File: src/rtl/operand_aligner.sv
// operand_aligner: FP add/sub front end. Unpacks two IEEE 754 operands,
// orders them by magnitude and right-aligns the smaller mantissa to the
// larger exponent one bit per cycle, tracking guard and sticky bits.
// Extended mantissa layout (N = MANT_BITS+4):
//   [N-1] headroom, [N-2] hidden, [N-3:2] fraction, [1] guard, [0] sticky.
// Optional NaN/Inf bypass and the `special` port: OPERAND_ALIGNER_SPECIAL_EN.
module operand_aligner #(
  parameter int unsigned EXP_BITS  = 8,
  parameter int unsigned MANT_BITS = 23,
  parameter int unsigned WIDTH     = 1 + EXP_BITS + MANT_BITS
) (
  input  logic                   clk,
  input  logic                   rst_n,
  input  logic                   in_valid,
  output logic                   in_ready,
  input  logic [WIDTH-1:0]       a,
  input  logic [WIDTH-1:0]       b,
  input  logic                   op,
  output logic                   out_valid,
  input  logic                   out_ready,
  output logic [EXP_BITS-1:0]    exp_out,
  output logic [MANT_BITS+3:0]   mant_big,
  output logic [MANT_BITS+3:0]   mant_small,
  output logic                   sign_big,
`ifdef OPERAND_ALIGNER_SPECIAL_EN
  output logic                   special,
`endif
  output logic                   eff_sub
);

  localparam int unsigned N      = MANT_BITS + 4;
  localparam int unsigned SH_MAX = MANT_BITS + 3;
  localparam int unsigned CNT_W  = $clog2(SH_MAX);
  localparam int unsigned MAG_W  = WIDTH - 1;

`ifdef OPERAND_ALIGNER_SPECIAL_EN
  localparam logic [N-1:0] MANT_INF  = {2'b01, (N-2)'(0)};
  localparam logic [N-1:0] MANT_QNAN = {3'b011, (N-3)'(0)};
`endif

  typedef enum logic [1:0] {
    S_IDLE    = 2'd0,
    S_COMPARE = 2'd1,
    S_SHIFT   = 2'd2,
    S_DONE    = 2'd3
  } state_e;

  state_e               state_q, state_d;
  logic [WIDTH-1:0]     a_q, a_d;
  logic [WIDTH-1:0]     b_q, b_d;
  logic                 op_q, op_d;
  logic [CNT_W-1:0]     count_q, count_d;
  logic                 in_ready_q, in_ready_d;
  logic                 out_valid_q, out_valid_d;
  logic [EXP_BITS-1:0]  exp_out_q, exp_out_d;
  logic [N-1:0]         mant_big_q, mant_big_d;
  logic [N-1:0]         mant_small_q, mant_small_d;
  logic                 sign_big_q, sign_big_d;
  logic                 eff_sub_q, eff_sub_d;
`ifdef OPERAND_ALIGNER_SPECIAL_EN
  logic                 special_q, special_d;
`endif

  // Unpacked view of the captured operands (sign of b already reflects op).
  logic                 sign_a_c, sign_b_c;
  logic [EXP_BITS-1:0]  exp_a_c, exp_b_c;
  logic [MANT_BITS-1:0] frac_a_c, frac_b_c;
  logic [EXP_BITS-1:0]  eexp_a_c, eexp_b_c;
  logic [N-1:0]         mant_a_c, mant_b_c;
  logic                 a_is_big_c;
  logic [EXP_BITS-1:0]  eexp_big_c, eexp_small_c, diff_c;
  logic [N-1:0]         mbig_c, msmall_c;
  logic                 sbig_c;

  // Unpack, magnitude-order and compute the exponent difference.
  always_comb begin
    sign_a_c     = a_q[WIDTH-1];
    sign_b_c     = b_q[WIDTH-1] ^ op_q;
    exp_a_c      = a_q[WIDTH-2 -: EXP_BITS];
    exp_b_c      = b_q[WIDTH-2 -: EXP_BITS];
    frac_a_c     = a_q[MANT_BITS-1:0];
    frac_b_c     = b_q[MANT_BITS-1:0];
    eexp_a_c     = (exp_a_c == '0) ? EXP_BITS'(1) : exp_a_c;
    eexp_b_c     = (exp_b_c == '0) ? EXP_BITS'(1) : exp_b_c;
    mant_a_c     = {1'b0, (exp_a_c != '0), frac_a_c, 2'b00};
    mant_b_c     = {1'b0, (exp_b_c != '0), frac_b_c, 2'b00};
    // Ties keep a as the big operand.
    a_is_big_c   = (a_q[MAG_W-1:0] >= b_q[MAG_W-1:0]);
    eexp_big_c   = a_is_big_c ? eexp_a_c : eexp_b_c;
    eexp_small_c = a_is_big_c ? eexp_b_c : eexp_a_c;
    mbig_c       = a_is_big_c ? mant_a_c : mant_b_c;
    msmall_c     = a_is_big_c ? mant_b_c : mant_a_c;
    sbig_c       = a_is_big_c ? sign_a_c : sign_b_c;
    diff_c       = eexp_big_c - eexp_small_c;
  end

`ifdef OPERAND_ALIGNER_SPECIAL_EN
  logic a_inf_c, b_inf_c, a_nan_c, b_nan_c, any_special_c, is_nan_c;

  // NaN/Inf classification for the bypass path.
  always_comb begin
    a_inf_c       = (exp_a_c == '1) && (frac_a_c == '0);
    b_inf_c       = (exp_b_c == '1) && (frac_b_c == '0);
    a_nan_c       = (exp_a_c == '1) && (frac_a_c != '0);
    b_nan_c       = (exp_b_c == '1) && (frac_b_c != '0);
    any_special_c = (exp_a_c == '1) || (exp_b_c == '1);
    is_nan_c      = a_nan_c || b_nan_c ||
                    (a_inf_c && b_inf_c && (sign_a_c ^ sign_b_c));
  end
`endif

  // Next-state and registered-output logic.
  always_comb begin
    state_d      = state_q;
    a_d          = a_q;
    b_d          = b_q;
    op_d         = op_q;
    count_d      = count_q;
    exp_out_d    = exp_out_q;
    mant_big_d   = mant_big_q;
    mant_small_d = mant_small_q;
    sign_big_d   = sign_big_q;
    eff_sub_d    = eff_sub_q;
`ifdef OPERAND_ALIGNER_SPECIAL_EN
    special_d    = special_q;
`endif

    unique case (state_q)
      S_IDLE: begin
        if (in_valid) begin
          a_d     = a;
          b_d     = b;
          op_d    = op;
          state_d = S_COMPARE;
        end
      end

      S_COMPARE: begin
        exp_out_d  = eexp_big_c;
        mant_big_d = mbig_c;
        sign_big_d = sbig_c;
        eff_sub_d  = sign_a_c ^ sign_b_c;
        count_d    = '0;
`ifdef OPERAND_ALIGNER_SPECIAL_EN
        special_d  = 1'b0;
        if (any_special_c) begin
          special_d    = 1'b1;
          exp_out_d    = '1;
          mant_big_d   = is_nan_c ? MANT_QNAN : MANT_INF;
          mant_small_d = '0;
          sign_big_d   = a_inf_c ? sign_a_c : sign_b_c;
          state_d      = S_DONE;
        end else
`endif
        if (diff_c == '0) begin
          mant_small_d = msmall_c;
          state_d      = S_DONE;
        end else if (32'(diff_c) >= SH_MAX) begin
          // Everything would be shifted out: collapse to the sticky bit.
          mant_small_d = {(N-1)'(0), |msmall_c};
          state_d      = S_DONE;
        end else begin
          mant_small_d = msmall_c;
          count_d      = CNT_W'(diff_c);
          state_d      = S_SHIFT;
        end
      end

      S_SHIFT: begin
        mant_small_d = {1'b0, mant_small_q[N-1:2],
                        mant_small_q[1] | mant_small_q[0]};
        count_d      = count_q - CNT_W'(1);
        if (count_q == CNT_W'(1)) begin
          state_d = S_DONE;
        end
      end

      S_DONE: begin
        if (out_ready) begin
          state_d = S_IDLE;
        end
      end

      default: state_d = S_IDLE;
    endcase

    in_ready_d  = (state_d == S_IDLE);
    out_valid_d = (state_d == S_DONE);
  end

  // State and datapath registers.
  always_ff @(posedge clk or negedge rst_n) begin
    if (!rst_n) begin
      state_q      <= S_IDLE;
      a_q          <= '0;
      b_q          <= '0;
      op_q         <= 1'b0;
      count_q      <= '0;
      in_ready_q   <= 1'b1;
      out_valid_q  <= 1'b0;
      exp_out_q    <= '0;
      mant_big_q   <= '0;
      mant_small_q <= '0;
      sign_big_q   <= 1'b0;
      eff_sub_q    <= 1'b0;
`ifdef OPERAND_ALIGNER_SPECIAL_EN
      special_q    <= 1'b0;
`endif
    end else begin
      state_q      <= state_d;
      a_q          <= a_d;
      b_q          <= b_d;
      op_q         <= op_d;
      count_q      <= count_d;
      in_ready_q   <= in_ready_d;
      out_valid_q  <= out_valid_d;
      exp_out_q    <= exp_out_d;
      mant_big_q   <= mant_big_d;
      mant_small_q <= mant_small_d;
      sign_big_q   <= sign_big_d;
      eff_sub_q    <= eff_sub_d;
`ifdef OPERAND_ALIGNER_SPECIAL_EN
      special_q    <= special_d;
`endif
    end
  end

  assign in_ready   = in_ready_q;
  assign out_valid  = out_valid_q;
  assign exp_out    = exp_out_q;
  assign mant_big   = mant_big_q;
  assign mant_small = mant_small_q;
  assign sign_big   = sign_big_q;
  assign eff_sub    = eff_sub_q;
`ifdef OPERAND_ALIGNER_SPECIAL_EN
  assign special    = special_q;
`endif

endmodule

File: config.mk
export PLATFORM = sky130hd
export DESIGN_NAME = operand_aligner
export DESIGN_NICKNAME = d
export VERILOG_FILES = /design/src/rtl/operand_aligner.sv
export SDC_FILE = /design/constraint.sdc
export NUM_CORES = 1
export LEC_CHECK = 0
export BUFFER_PORTS_ARGS = -buffer_cell sky130_fd_sc_hd__buf_2
export CAP_MARGIN = 20
export CORE_ASPECT_RATIO = 1.75
export CORE_MARGIN = 3
export CORE_UTILIZATION = 56
export DETAILED_ROUTE_END_ITERATION = 10
export PLACE_DENSITY = 0.8
export RECOVER_POWER = 100
export SETUP_SLACK_MARGIN = 0.5
export SLEW_MARGIN = 20
export SYNTH_ARGS = -nofsm -noshare
export SYNTH_HDL_FRONTEND = slang
export SYNTH_SLANG_ARGS = --single-unit
File: constraint.sdc
create_clock -name clk -period 5.8 [get_ports clk]
set_input_delay 0.58 -clock clk [delete_from_list [all_inputs] [get_ports clk]]
set_output_delay 0.58 -clock clk [all_outputs]
set_load 0.05 [all_outputs]
==> flow_summary.yaml <==
run_status:
  outcome: "complete, but fails checks"
  violations: "max-capacitance violations, max-slew violations"
floorplanning:
  dieArea_um2: 14500
  coreArea_um2: 12600
  die_x_um: 92.5
  num_rows: 54
  dieHeight_um: 157
  ios: 135
  start_util: 0.580
critical_path:
  worstSetupEndpointType: "flip-flop"
  crit_path_start_kind: "flip-flop"
  ff2ff_path_depth: 17
  reg2reg_setup_slack_ps: 710
  worstPathMaxFanout: 23
  cp.required_ps: 6110
  criticalPathCategory: "reg2reg"
  crit_start: "b_q[24]"
  crit_end: "out_valid"
  critPathArrivalTime_ps: 5400
  rr_startpoint: "b_q[24]"
  r2r_end: "out_valid"
synth:
  syn_inst: 707
  synth_area_leaders: "dfrtp_1 45%, mux2_2 12%, ha_1 7.9%"
  async_flop_share: 1.00
  yosysTopAreaCellShare: 0.454
  synth-edff-count: 0
  synth_ff_type: "dfrtp_1"
  synth-seq-cells: 134
  ys_seq_area_frac: 0.458
  syn_avg_cell_area_um2: 10.4
  synth_top_area_cell: "dfrtp_1"
  netlist_area_um2: 7330
  synth_cell_types: 52
  ys_warn_count: 0
min_path:
  hold_start: "b[31]"
  hold_path.class: "in2reg"
global_route:
  met1_usage: 0.297
  grt_antenna_before_repair: 0
  grt_pass1_vias: 6099
  overflow: 0
  grtUsageMet3: 0.0622
  grt_pass1_wl_mm: 30.5
  grt_max_degree: 71
  met2_usage: 0.483
  busiest_layer: "met2"
  track_usage: 0.271
route:
  via_per_inst: 5.94
  drc_errors: 0
  routed_wl_mm: 19.4
  drtIter0Drc: 476
  drtPass1Iterations: 5
  wl_per_cell_um: 19.2
  ant_nets: 0
  vias: 5977
final_layout:
  final_cell_mix: "133 x dfrtp_1, 77 x mux2_2, 67 x clkbuf_1, 67 x buf_2, 65 x nand2_1"
  final_common_cell: "dfrtp_1"
  drive_gt1_frac: 0.223
  area_growth_pct: 17.6
  diodes: 0
  nNetsFinal: 943
clocking:
  cts_hold_buffers: 0
  cts_max_level: 4
  clock-sinks: 134
  cts_inserted_buffers: 17
  clockRootBuffer: "clkbuf_16"
  clk_latency_ps: 420
  cts_buffer_depth: 2
  cts_tree: "built"
  path_clk_slew_ps: 60
timing:
  finalSetupViolCount: 0
  tns_ps: 0
  fmax_mhz: 196
  worstMarginPinSlew_ps: 3700
  min_period_over_period: 0.878
  fin_crit_ps: 5090
  report.final.slew_viol_count: 382
  hold_viol_final: 0
  rsz0062_at_grt: "false"
  maxSlewHeadroom: -1.47
  clock_skew_ps: 6.44
run:
  maxCapViolCount: 6
place:
  port-buffer-count: 130
  place.detailed.hpwl_mm: 13.6
  gp_congestion: 0.898
==> final cells by class <==
cell class	instances	area, µm²
flip-flops and latches	134	3350
well taps	168	210
fillers	984	4020
repair buffers	136	601
clock buffers	20	457
multi-input cells	494	3660
inverters	44	165
clock inverters	11	173
==> how the worst min path moves through the flow <==
stage,to,slack (ps),depth (start not counted)
finish,b_q[31],390,2
global placement,eff_sub,480,1
detailed placement,eff_sub,490,1
CTS,mant_small[1],170,1
floorplan,a_q[0],280,0
global route,a_q[13],380,2
==> state kept, by name (all words and copies together), names as in the netlist <==
name / flops
exp_out: 8
out_valid: 1
count_q: 5
b_q: 32
mant_small: 26
in_ready: 1
a_q: 32
state_q: 2
sign_big: 1
eff_sub: 1
mant_big: 24
op_q: 1
==> per-layer routing <==
| layer | share of wire | up-vias |
|---|---|---|
| li1 | - | 2746 |
| met1 | 0.35 | 2928 |
| met2 | 0.54 | 233 |
| met3 | 0.061 | 70 |
| met4 | 0.046 | 0 |
| met5 | 0 | - |
==> timing repair <==
action / 4_1_cts / 5_1_grt
resized for setup: 0 / 2
endpoints found under the setup margin: 0 / 26
buffers inserted: 0 / 0
==> cells in the mapped netlist, drive strengths merged (4+ instances only) <==
library cell	instances
dfrtp	133
mux2	77
nand2	66
o21ai	59
mux2i	53
a21oi	51
nor2	49
ha	46
inv	44
clkbuf	24
nor4	15
buf	14
nand4	8
nand3	7
nor3	6
nor2b	5
nand2b	4
xor2	4
==> critical path, cell delays in order (launching register included) <==
cell and delay, ps:
dfrtp_1 450, inv_1 120, ha_1 300, a21oi_1 160
o21ai_0 110, a221oi_1 550, o21a_1 240, a32o_4 390
mux2_2 400, ha_1 210, fa_1 400, nor2b_1 170
o311ai_1 120, mux2i_1 180, a2111oi_4 460, o311ai_1 220
a32o_1 330, and2_0 150
==> stage by stage <==
step | utilization | hold WS (ps) | setup WS, ps | area (µm²) | std cells
finish | 0.682 | 389 | 706 | 8620 | 1007
global route | 0.682 | 378 | 328 | 8620 | 1007
CTS | 0.690 | 167 | 629 | 8710 | 1007
detailed placement | 0.640 | 491 | 789 | 8080 | 976
global placement | 0.640 | 485 | 959 | 8080 | 976
floorplan | - | 284 | 1660 | 7340 | 710
==> logic make-up after synthesis <==
group	Yosys count	share of synthesized area
compound gates	138	0.110
xor+xnor	6	0.00717
fa+ha+maj	47	0.0813
buf+inv	82	0.0473
flops	134	0.458
mux	130	0.191
other cells	1	0.000512
simple gates	169	0.105
Power is left out: the tool's default activity adds up to more than one toggle a clock period on the data nets, which glitch-free logic cannot reach.
